===== src/rtl/buffer_reader.sv =====
// Burst read controller: drains a fixed number of words from a FIFO
// through a registered valid/ready output stage, then pulses done.
module buffer_reader #(
  parameter  int unsigned WIDTH = 32,
  parameter  int unsigned DEPTH = 64,
  localparam int unsigned LEN_W = $clog2(DEPTH) + 1
) (
  input  logic             clk,
  input  logic             reset,
  input  logic             start,
  input  logic [LEN_W-1:0] len,
  output logic             busy,
  output logic             done,
  input  logic             buf_empty,
  input  logic [WIDTH-1:0] buf_data,
  output logic             buf_pop,
  output logic             out_valid,
  output logic [WIDTH-1:0] out_data,
  output logic             out_last,
  input  logic             out_ready,
  output logic [LEN_W-1:0] beat_cnt
);

  typedef enum logic [1:0] {
    IDLE = 2'd0,
    RUN  = 2'd1,
    DONE = 2'd2
  } state_t;

  state_t           state;
  state_t           state_next;
  logic [LEN_W-1:0] len_q;
  logic [LEN_W-1:0] pop_cnt;
  logic             handshake;

  assign handshake = out_valid && out_ready;

  // Next-state decode and the combinational FIFO read strobe
  always_comb begin
    state_next = state;
    buf_pop    = 1'b0;
    case (state)
      IDLE: begin
        if (start) state_next = (len != '0) ? RUN : DONE;
      end
      RUN: begin
        buf_pop = !buf_empty && (pop_cnt < len_q) && (!out_valid || out_ready);
        if (handshake && out_last) state_next = DONE;
      end
      DONE:    state_next = IDLE;
      default: state_next = IDLE;
    endcase
  end

  // State register; busy/done are registered decodes of the next state
  always_ff @(posedge clk) begin
    if (reset) begin
      state <= IDLE;
      busy  <= 1'b0;
      done  <= 1'b0;
    end else begin
      state <= state_next;
      busy  <= (state_next != IDLE);
      done  <= (state_next == DONE);
    end
  end

  // Burst counters and the single-entry output register
  always_ff @(posedge clk) begin
    if (reset) begin
      len_q     <= '0;
      pop_cnt   <= '0;
      beat_cnt  <= '0;
      out_valid <= 1'b0;
      out_data  <= '0;
      out_last  <= 1'b0;
    end else begin
      if (state == IDLE && start) begin
        len_q    <= len;
        pop_cnt  <= '0;
        beat_cnt <= '0;
      end
      if (buf_pop) begin
        out_data  <= buf_data;
        out_valid <= 1'b1;
        out_last  <= (pop_cnt == LEN_W'(len_q - LEN_W'(1)));
        pop_cnt   <= LEN_W'(pop_cnt + LEN_W'(1));
      end else if (handshake) begin
        out_valid <= 1'b0;
        out_last  <= 1'b0;
      end
      if (handshake) beat_cnt <= LEN_W'(beat_cnt + LEN_W'(1));
    end
  end

endmodule


===== config.mk =====
export PLATFORM = sky130hd
export DESIGN_NAME = buffer_reader
export DESIGN_NICKNAME = d
export VERILOG_FILES = /design/src/rtl/buffer_reader.sv
export SDC_FILE = /design/constraint.sdc
export NUM_CORES = 1
export LEC_CHECK = 0
export ABC_CLOCK_PERIOD_IN_PS = 5100
export CAP_MARGIN = 20
export CORE_ASPECT_RATIO = 1.75
export CORE_MARGIN = 2
export CORE_UTILIZATION = 45
export DETAILED_ROUTE_END_ITERATION = 8
export GPL_TIMING_DRIVEN = 0
export PLACE_DENSITY = 0.82
export SLEW_MARGIN = 20
export SYNTH_ARGS = -nofsm -noshare
export SYNTH_HDL_FRONTEND = slang
export SYNTH_SLANG_ARGS = --single-unit
export TNS_END_PERCENT = 50

===== constraint.sdc =====
create_clock -name clk -period 5.1 [get_ports clk]
set_input_delay 0.51 -clock clk [delete_from_list [all_inputs] [get_ports clk]]
set_output_delay 0.51 -clock clk [all_outputs]
set_load 0.005 [all_outputs]

==> impl_summary.md <==
STA
The total of endpoints with negative setup slack in the final report is 0. For the final database, setup skew stands at 0.0130 ns. The final critical path takes up 57.8% of the cycle. At the pin with the least slew margin, the transition time is 0.623 ns. The headroom to the max-slew limit is 58.3%.

The count of final hold-check violations is 0. The max-slew violation count is 0. The worst path in the final design needs a cycle of 2.95 ns, including I/O delays and setup. The highest achievable clock rate is 339 MHz. The summed negative setup slack over all endpoints is 0 ns. Setup repair after global routing left no endpoint under its margin.

Setup path
STA classifies the critical path startpoint as a flop. The worst endpoint required time is 4.59 ns. The kind of capture point of the worst setup path is a primary output. For the worst flop-to-flop path, the logic depth is 9. Following the worst setup path forward leads to its endpoint at buf_pop. In this run the register-to-register setup slack is 2.79 ns. The arrival time of data at the critical path endpoint is 2.44 ns.

The end of the worst register-to-register path is out_last. The startpoint of the worst register-to-register path is len_q[1]. Along the worst path, the maximum fanout reaches 6. The beginning of the critical path is len_q[1]. By startpoint and endpoint, the worst setup path is classified as reg2out.

Final layout
The number of non-filler instances in the completed layout is 516. The net count of the finished layout is 489. At the end of the flow the core is filled with cells to 66.3%.

The synthesis-to-layout area growth is 41.4%. The diode insertion count for antenna repair is 0. In the final layout, the share of cells above drive strength 1 is 5.02%.

Floorplanning
The height of the die is 108 microns. For this configuration, the core starts out at a cell density of 46.9%. The die is 63.2 microns wide.

In this run the count of I/O pins placed on the die edge is 88. The core region is 5880 sq um. Row generation in the floorplan step produced 37 rows.

The die outline area is 6790 sq um.

Pwr
For this design the ratio of total power to cell area is 276 nW/um^2. Summed over all cells, the static leakage comes to 1.30 nW. The worst-case IR drop observed on VDD is 0.000187 V.

CTS
The longest clock path from root to sink contains 2 buffers. The total of hold buffers inserted after clock tree synthesis is 0. The number of gates resized after CTS was 0.

Buffers inserted during clock tree synthesis total 9. The clock sink total is 59. For the worst-skew pair, the clock arrives at the later sink with an insertion delay of 0.34 ns.

The H-tree was split into 3 levels. The clock-pin slew on the worst setup and hold paths is 0.06 ns. The buffer type at the clock tree root is clkbuf_8. TritonCTS built the clock tree. The post-CTS setup-driven buffer insertion count is 0.

Place
The half-perimeter wire length after detailed placement is 5760 microns. Port buffering added 86 buffers. The final estimated routing congestion in global placement is 0.832. The cell count after placement is 502.

Routing
In the detailed route, the total length drawn on met2 is 4220 microns. Using the TritonRoute via totals, the vias-per-cell ratio works out to 5.61. After detailed routing, the average wire length per cell comes to 14.9 microns. The remaining routing DRC violations is 0. The residual antenna-violating net count after detailed routing is 0. For this block, wires on met1 add up to 2880 microns.

The number of search-and-repair iterations in the first detailed-routing pass is 4. The final layout contains routed wiring with a total length of 7690 microns. The detailed router placed 2896 vias in this run. The amount of wire on met3 after detailed routing is 396 microns. The topmost layer with routed signal wires is met4.

The detailed router finished its first iteration with 174 violations.

Worst hold path
The min-delay analysis places its worst path in the category reg2reg.

Flow run
The number of maximum-capacitance constraint violations is 0.

Run status
The flow ran to the end, and the final reports show no timing, DRC or antenna violations.

Yosys
The proportion of register bits with asynchronous set or reset after synthesis is 0%. Yosys printed 0 warnings. The top cell type's share of synthesized area is 42.9%. The cell type contributing the most total cell area after synthesis is dfxtp_1. Counting every instance in the synthesized netlist gives 338. Yosys mapped the design onto 38 distinct sky130hd cell types.

After synthesis the netlist holds a flip-flop and latch count of 59. The most instantiated flip-flop cell in the synthesis netlist is dfxtp_1. The number of flops mapped to enable cells by yosys is 0. Of the synthesized area, sequential elements account for 42.9%.

The mean cell area of the mapped netlist is 8.16 sq um. The total standard cell area after synthesis is 2760 sq um. The number of nets in the synthesized netlist is 392.

Ranked by total cell area, the synthesized netlist is headed by dfxtp_1 (43%), a21oi_1 (8.9%), nand3_1 (7.6%).

Global routing
The via count of the first global-routing pass came to 2845. The number of antenna violations at the first check in global routing is 0. After global routing the overflow that remains totals 0.

Global routing used 23.4% of the available tracks. The global-route wire length before repair is 12500 microns. Entering global routing, the biggest net connects 11 pins.
==> where the power goes <==
| part | total (mW) | switching (mW) | internal [mW] |
|---|---|---|---|
| Sequential | 0.487 | 0.0107 | 0.476 |
| Combinational | 0.184 | 0.100 | 0.0834 |
| Clock | 0.405 | 0.172 | 0.234 |
==> sequential cells by signal (all words and copies together) (netlist names) <==
name,flops
pop_cnt,7
beat_cnt,7
done,1
busy,1
out_valid,1
out_data,32
out_last,1
state,2
len_q,7
==> critical path, cell delays in order (launching register included) <==
cell             delay (ns)
dfxtp_1                0.35
inv_1                  0.10
ha_1                   0.30
nor2b_1                0.13
o21ai_1                0.15
a21o_1                 0.13
clkbuf_1               0.23
nand2_1                0.11
inv_1                  0.09
clkdlybuf4s50_1        0.51
==> per-stage QoR <==
stage          total power [mW]  hold WS, ns  cell area, sq um  setup WS [ns]
2_1_floorplan             0.592        0.449              2760           3.15
3_3_place_gp              0.677        0.461              3710           2.34
3_5_place_dp              0.680        0.469              3710           2.32
4_1_cts                    1.08        0.478              3900           2.14
5_1_grt                    1.13        0.500              3900           1.96
6_report                   1.08        0.475              3900           2.15
==> placed cells by master, fill, tap and decap left out, types with 10 or more instances in the layout <==
| cell type | n |
|---|---|
| clkdlybuf4s50_1 | 86 |
| dfxtp_1 | 59 |
| a21oi_1 | 49 |
| nand3_1 | 42 |
| o21ai_0 | 38 |
| clkbuf_1 | 23 |
| nand2_1 | 23 |
| inv_1 | 10 |
| ha_1 | 10 |
| clkbuf_8 | 10 |
==> layout make-up <==
type	instances	area [sq um]
fillers	539	1980
multi-input cells	242	1420
clock buffers	12	145
plain buffers	27	115
repair buffers	86	861
inverters	10	37.5
well taps	78	97.6
clock inverters	2	37.5
flip-flops and latches	59	1180
==> cells in the mapped netlist (2+ instances only) <==
cell,number
a21oi_1,49
a221oi_1,2
a31oi_1,6
and2_1,2
buf_2,5
clkbuf_1,21
dfxtp_1,59
ha_1,10
inv_1,10
nand2_1,23
nand2b_1,3
nand3_1,42
nand3b_1,2
nand4_1,7
nand4b_1,2
nor2_1,8
nor2b_1,4
nor3_1,5
nor4_1,2
o211ai_1,7
o21ai_0,38
or2_2,2
or3_1,3
or4_1,5
xnor2_1,8
==> per-layer routing <==
layer | track usage, % | vias up
met5 | 0 | -
met4 | 11.4 | 0
met2 | 45.1 | 94
li1 | - | 1416
met1 | 22.8 | 1371
met3 | 5.44 | 15
==> how the worst min path moves through the flow <==
stage	start	to	slack, ns	depth (start not counted)
2_1_floorplan	len_q[1]	len_q[1]	0.45	2
3_3_place_gp	out_data[9]	out_data[9]	0.46	2
3_5_place_dp	out_data[11]	out_data[11]	0.47	2
4_1_cts	out_data[16]	out_data[16]	0.48	2
5_1_grt	out_data[18]	out_data[18]	0.50	2
6_report	out_data[13]	out_data[13]	0.47	2
==> kinds of logic after synthesis <==
kind of cell    synth area share [%]
compound gates                  22.6
xor+xnor                        2.54
fa+ha+maj                       4.54
buf+inv                         5.54
flops                           42.9
simple gates                    21.9
(Power assumes the default switching activity.)
